--- src/rtl/ramp_sequencer.sv ---
// Sequencer for the 12-bit delta-Y ramp accumulator: latches a ramp profile on start, issues
// evenly spaced delta pulses, shadows the ramp level and stops before the level would wrap.
module ramp_sequencer #(
  parameter int unsigned INT_W  = 16,
  parameter int unsigned STEP_W = 12
) (
  input  logic              clk,
  input  logic              rst,
  input  logic              start,
  input  logic              abort,
  input  logic [1:0]        cfg_y,
  input  logic [INT_W-1:0]  cfg_interval,
  input  logic [STEP_W-1:0] cfg_steps,
  input  logic              cfg_hold,
  input  logic              clear,
  output logic              ramp_enb,
  output logic              delta,
  output logic [1:0]        y_sel,
  output logic [11:0]       level,
  output logic [STEP_W-1:0] step_cnt,
  output logic              busy,
  output logic              done,
  output logic              ovf
);

  typedef enum logic [2:0] {StIdle, StArm, StWait, StStep, StDone, StHold} state_e;

  state_e              state_q, state_d;
  logic [INT_W-1:0]    interval_q;
  logic [STEP_W-1:0]   steps_q;
  logic                hold_q;
  logic [INT_W-1:0]    wait_q, wait_d;

  logic [12:0]         dy;
  logic [12:0]         lvl_upd;
  logic [STEP_W-1:0]   cnt_upd;
  logic                wrap;
  logic                short_int;
  logic                want_step;
  logic                ovf_set;

  always_comb begin
    unique case (y_sel)
      2'b00:   dy = 13'd0;
      2'b01:   dy = 13'd1;
      2'b10:   dy = 13'd16;
      default: dy = 13'd1290;
    endcase
  end

  // Level/count as they will be after this edge; the wrap guard looks one delta ahead of that.
  assign lvl_upd   = {1'b0, level} + ((state_q == StStep) ? dy : 13'd0);
  assign cnt_upd   = step_cnt + STEP_W'(state_q == StStep);
  assign wrap      = (lvl_upd + dy) > 13'd4095;
  assign short_int = interval_q <= INT_W'(1);

  always_comb begin
    state_d   = state_q;
    wait_d    = wait_q;
    want_step = 1'b0;
    ovf_set   = 1'b0;
    case (state_q)
      StIdle: if (start) state_d = StArm;
      StArm: begin
        if (steps_q == '0) begin
          state_d = StDone;
        end else if (short_int) begin
          want_step = 1'b1;
        end else begin
          state_d = StWait;
          wait_d  = interval_q - INT_W'(2);
        end
      end
      StWait: begin
        if (wait_q == '0) want_step = 1'b1;
        else              wait_d = wait_q - INT_W'(1);
      end
      StStep: begin
        if (cnt_upd == steps_q) begin
          state_d = StDone;
        end else if (short_int) begin
          want_step = 1'b1;
        end else begin
          state_d = StWait;
          wait_d  = interval_q - INT_W'(2);
        end
      end
      StDone: state_d = hold_q ? StHold : StIdle;
      StHold: if (clear || start) state_d = StIdle;
      default: state_d = StIdle;
    endcase
    if (want_step) begin
      if (wrap) begin
        state_d = StDone;
        ovf_set = 1'b1;
      end else begin
        state_d = StStep;
      end
    end
    if (abort) begin
      state_d = StIdle;
      ovf_set = 1'b0;
    end
  end

  always_ff @(posedge clk) begin
    if (rst) begin
      state_q    <= StIdle;
      wait_q     <= '0;
      interval_q <= '0;
      steps_q    <= '0;
      hold_q     <= 1'b0;
      y_sel      <= 2'b00;
      level      <= '0;
      step_cnt   <= '0;
      ovf        <= 1'b0;
      ramp_enb   <= 1'b0;
      delta      <= 1'b0;
      busy       <= 1'b0;
      done       <= 1'b0;
    end else begin
      state_q <= state_d;
      wait_q  <= wait_d;
      if (state_q == StIdle && state_d == StArm) begin
        y_sel      <= cfg_y;
        interval_q <= cfg_interval;
        steps_q    <= cfg_steps;
        hold_q     <= cfg_hold;
        level      <= '0;
        step_cnt   <= '0;
        ovf        <= 1'b0;
      end else begin
        if (state_q == StStep && !abort) begin
          level    <= lvl_upd[11:0];
          step_cnt <= cnt_upd;
        end
        if (ovf_set) ovf <= 1'b1;
        // Ramp is cleared whenever we drop back to idle.
        if (state_d == StIdle && state_q != StIdle) level <= '0;
      end
      ramp_enb <= (state_d != StIdle);
      delta    <= (state_d == StStep);
      busy     <= (state_d == StArm) || (state_d == StWait) || (state_d == StStep);
      done     <= (state_d == StDone);
    end
  end

endmodule
--- config.mk ---
export PLATFORM = sky130hd
export DESIGN_NAME = ramp_sequencer
export DESIGN_NICKNAME = d
export VERILOG_FILES = /design/src/rtl/ramp_sequencer.sv
export SDC_FILE = /design/constraint.sdc
export NUM_CORES = 1
export LEC_CHECK = 0
export CORE_AREA = 2 2 119 121
export DETAILED_ROUTE_END_ITERATION = 6
export DIE_AREA = 0 0 121 123
export GPL_TIMING_DRIVEN = 0
export SLEW_MARGIN = 10
export SYNTH_ARGS = -nofsm -noshare
export SYNTH_HDL_FRONTEND = slang
export SYNTH_SLANG_ARGS = --single-unit
--- constraint.sdc ---
create_clock -name clk -period 13.1 [get_ports clk]
set_input_delay 1.965 -clock clk [delete_from_list [all_inputs] [get_ports clk]]
set_output_delay 1.965 -clock clk [all_outputs]
set_load 0.05 [all_outputs]
==> flow_summary.ini <==
[worst_hold_path]
hp-start = wait_q[12]$_SDFFE_PP0P_
whs_path_depth = 2
hold_path_class = reg -> reg
hold_end = wait_q[12]$_SDFFE_PP0P_

[critical_path]
crit_chain = buf_4, nand3b_4, inv_2, buf_4, and2_1, ha_1, ha_1, o21a_1, nand4_1, a31oi_1, o21ai_0, a22oi_1, xnor2_1, ha_1, o21ai_0, a31oi_1, o211ai_1, nor4_1, or3_1, a311oi_2, a311oi_2, buf_6, nor3_2
crit_arrival_ns = 5.55
cp-start-kind = register
slowest_stage = nor4_1
rrSetupSlack_ns = 7.74
r2r_end = level[0]$_SDFFE_PP0P_
timing.rr.start = state_q[0]$_SDFF_PP0_
critPathMaxStageDelay_ns = 0.54
cp.required_ns = 13.29
worstSetupStartpoint = state_q[0]$_SDFF_PP0_
crit_family = compound AO/OA/AOI/OAI gates
worstSetupPathType = reg -> reg
crit_buf_inv = 4
cpMostUsedCell = ha_1
crit_path_end_kind = register
r2r_cells = 23
path_max_fanout = 10

[final_layout]
nets = 730
nFillCells = 1369
antennaDiodeCount = 0
finish.utilization_pct = 44.5
drive_above_1_share_pct = 7.45
multi_input_area_mm2 = 0.00308
seq_area_mm2 = 0.00158
area_delta_synth_final_pct = 23.7

[global_route]
busiest_layer = met2
grtUsageTotal_pct = 20.1
grt_use_met1_pct = 25.7
grt_max_degree = 13
grt_pass1_vias = 4668
use_met3_pct = 3.41
antenna_found_initial = 0
grt_overflow_total = 0
gr-usage-met2_pct = 33.5
grt_first_pass_wirelength_mm = 23.6

[floorplan]
dieHeight_um = 123
pin_count = 67
die_w_um = 121
die_area_mm2 = 0.0149
design.core.area_mm2 = 0.0136
initial_core_util_pct = 36.0
num_rows = 43

[detailed_routing]
avgViaCountPerCell = 5.59
totalWireLength_mm = 14.3
route.detailed.drc = 0
wl_per_cell_um = 16.5
first_iter_violations = 446
first_pass_iters = 5
final_antenna_net_count = 0
vias = 4833

[sta]
tns_ns = 0
slew_headroom_pct = 39.7
max_freq_mhz = 187
slew_violations = 0
clock_skew_ns = 0.00613
post-route-min-period_ns = 5.36
report.final.hold_viol_count = 0
tightest_slew_ns = 0.904
finalCritPeriodShare_pct = 40.9
setup_violations = 0
rsz0062_at_grt = no

[cts]
h-tree-depth = 3
cts_hold_buffers = 0
cts_resized = 0
clkTransAtPathRegs_ns = 0.06
tritoncts = built
cts_inserted_buffers = 9
cts.sinks = 79
cts_setup_buffers = 0
insertion_delay_ns = 0.34
cts_buffer_depth = 2
clk_root_buffer_cell = clkbuf_16

[logic_synthesis]
synth_edf_count = 0
synth_seq_cells = 79
yosysTopAreaCellShare_pct = 32.3
synth_common_cells = dfxtp_1 (79), nor2_1 (65), nand2_1 (55)
yosysWarnings = 0
syn_avg_cell_area_um2 = 8.08
yosysTopAreaCell = dfxtp_1
ys.flop_type = dfxtp_1
synth_area_mm2 = 0.00490
ys_seq_area_share_pct = 32.3
ys_types = 69
yosys-top-cells-area = dfxtp_1 (32%), xnor2_1 (5.9%), a22o_1 (5.5%), nor2_1 (5.0%), nand2_1 (4.2%)
synth_nets = 655
syn_inst = 606
synth-async-reset-ratio_pct = 0
synth_most_common_cell = dfxtp_1

[status]
status = complete, no violations

[power_and_ir_drop]
leakage_nw = 2.20
worst_ir_drop_vdd_mv = 0.0895
p_per_area_mw_per_mm2 = 103

[placement]
dp_hpwl_mm = 10.8
io_buffers = 64
routabilityCongestion = 0.928

[job]
drv_cap = 0
-- power breakdown --
group / internal, mW / leakage [nW] / switching (mW)
Combinational: 0.0498 / 1.42 / 0.0684
Clock: 0.148 / 0.148 / 0.0972
Sequential: 0.250 / 0.641 / 0.0108
-- cells by family (layout without fill, tap and decap cells) --
family          count (synthesis)  count (layout)  share of synthesized area, %
buf+inv                        54             133                          4.73
compound gates                147             147                          21.3
fa+ha+maj                      13              13                          3.48
simple gates                  256             256                          27.2
flops                          79              79                          32.3
mux                             9               9                          1.92
xor+xnor                       48              48                          9.02
-- layer usage --
| metal | vias to the layer above | share of wire [%] |
|---|---|---|
| met5 | - | 0 |
| met2 | 169 | 47 |
| met3 | 21 | 5.2 |
| li1 | 2347 | - |
| met4 | 0 | 2.1 |
| met1 | 2296 | 45 |
-- cell usage in the layout, fill, tap and decap left out, types with 23 or more instances in the layout --
master / instances
nor2_1: 65
nor3_1: 24
clkbuf_1: 29
xnor2_1: 33
clkdlybuf4s50_1: 64
dfxtp_1: 79
a22o_1: 31
o21ai_0: 28
a21oi_1: 23
nand2_1: 55
-- state kept, by name, indices dropped and copies added (netlist names), 2 cells and up --
name and count:
step_cnt 12, y_sel 2, interval_q 16, level 12, state_q 3, wait_q 16
steps_q 12
-- stage by stage --
stage | hold WS, ns | area, um2 | setup WS [ns] | power [mW] | instances
after floorplan | 0.440 | 4900 | 8.44 | 0.345 | 606
after global placement | 0.459 | 5760 | 7.82 | 0.382 | 850
after detailed placement | 0.463 | 5760 | 7.87 | 0.384 | 850
after CTS | 0.471 | 6060 | 7.84 | 0.630 | 865
after global routing | 0.491 | 6060 | 7.15 | 0.655 | 865
final | 0.465 | 6060 | 7.74 | 0.624 | 865
-- final cells by class --
type | count | area share, %
Clock inverter | 2 | 0.227
Tap cell | 180 | 3.72
Buffer | 38 | 2.83
Multi-Input combinational cell | 473 | 50.9
Inverter | 16 | 0.992
Timing Repair Buffer | 64 | 10.6
Sequential cell | 79 | 26.1
Clock buffer | 13 | 4.63
-- worst min-delay path: stages, from the launching register on --
cell and delay (ns):
dfxtp_1 0.32, nand2_1 0.05, a21oi_1 0.05
-- worst max-delay path by stage --
stage | to | depth (start not counted)
6_report | level[0]$_SDFFE_PP0P_ | 23
3_5_place_dp | level[7]$_SDFFE_PP0P_ | 23
2_1_floorplan | level[0]$_SDFFE_PP0P_ | 21
3_3_place_gp | level[5]$_SDFFE_PP0P_ | 23
5_1_grt | level[7]$_SDFFE_PP0P_ | 23
4_1_cts | level[7]$_SDFFE_PP0P_ | 23
(Power assumes the default switching activity.)
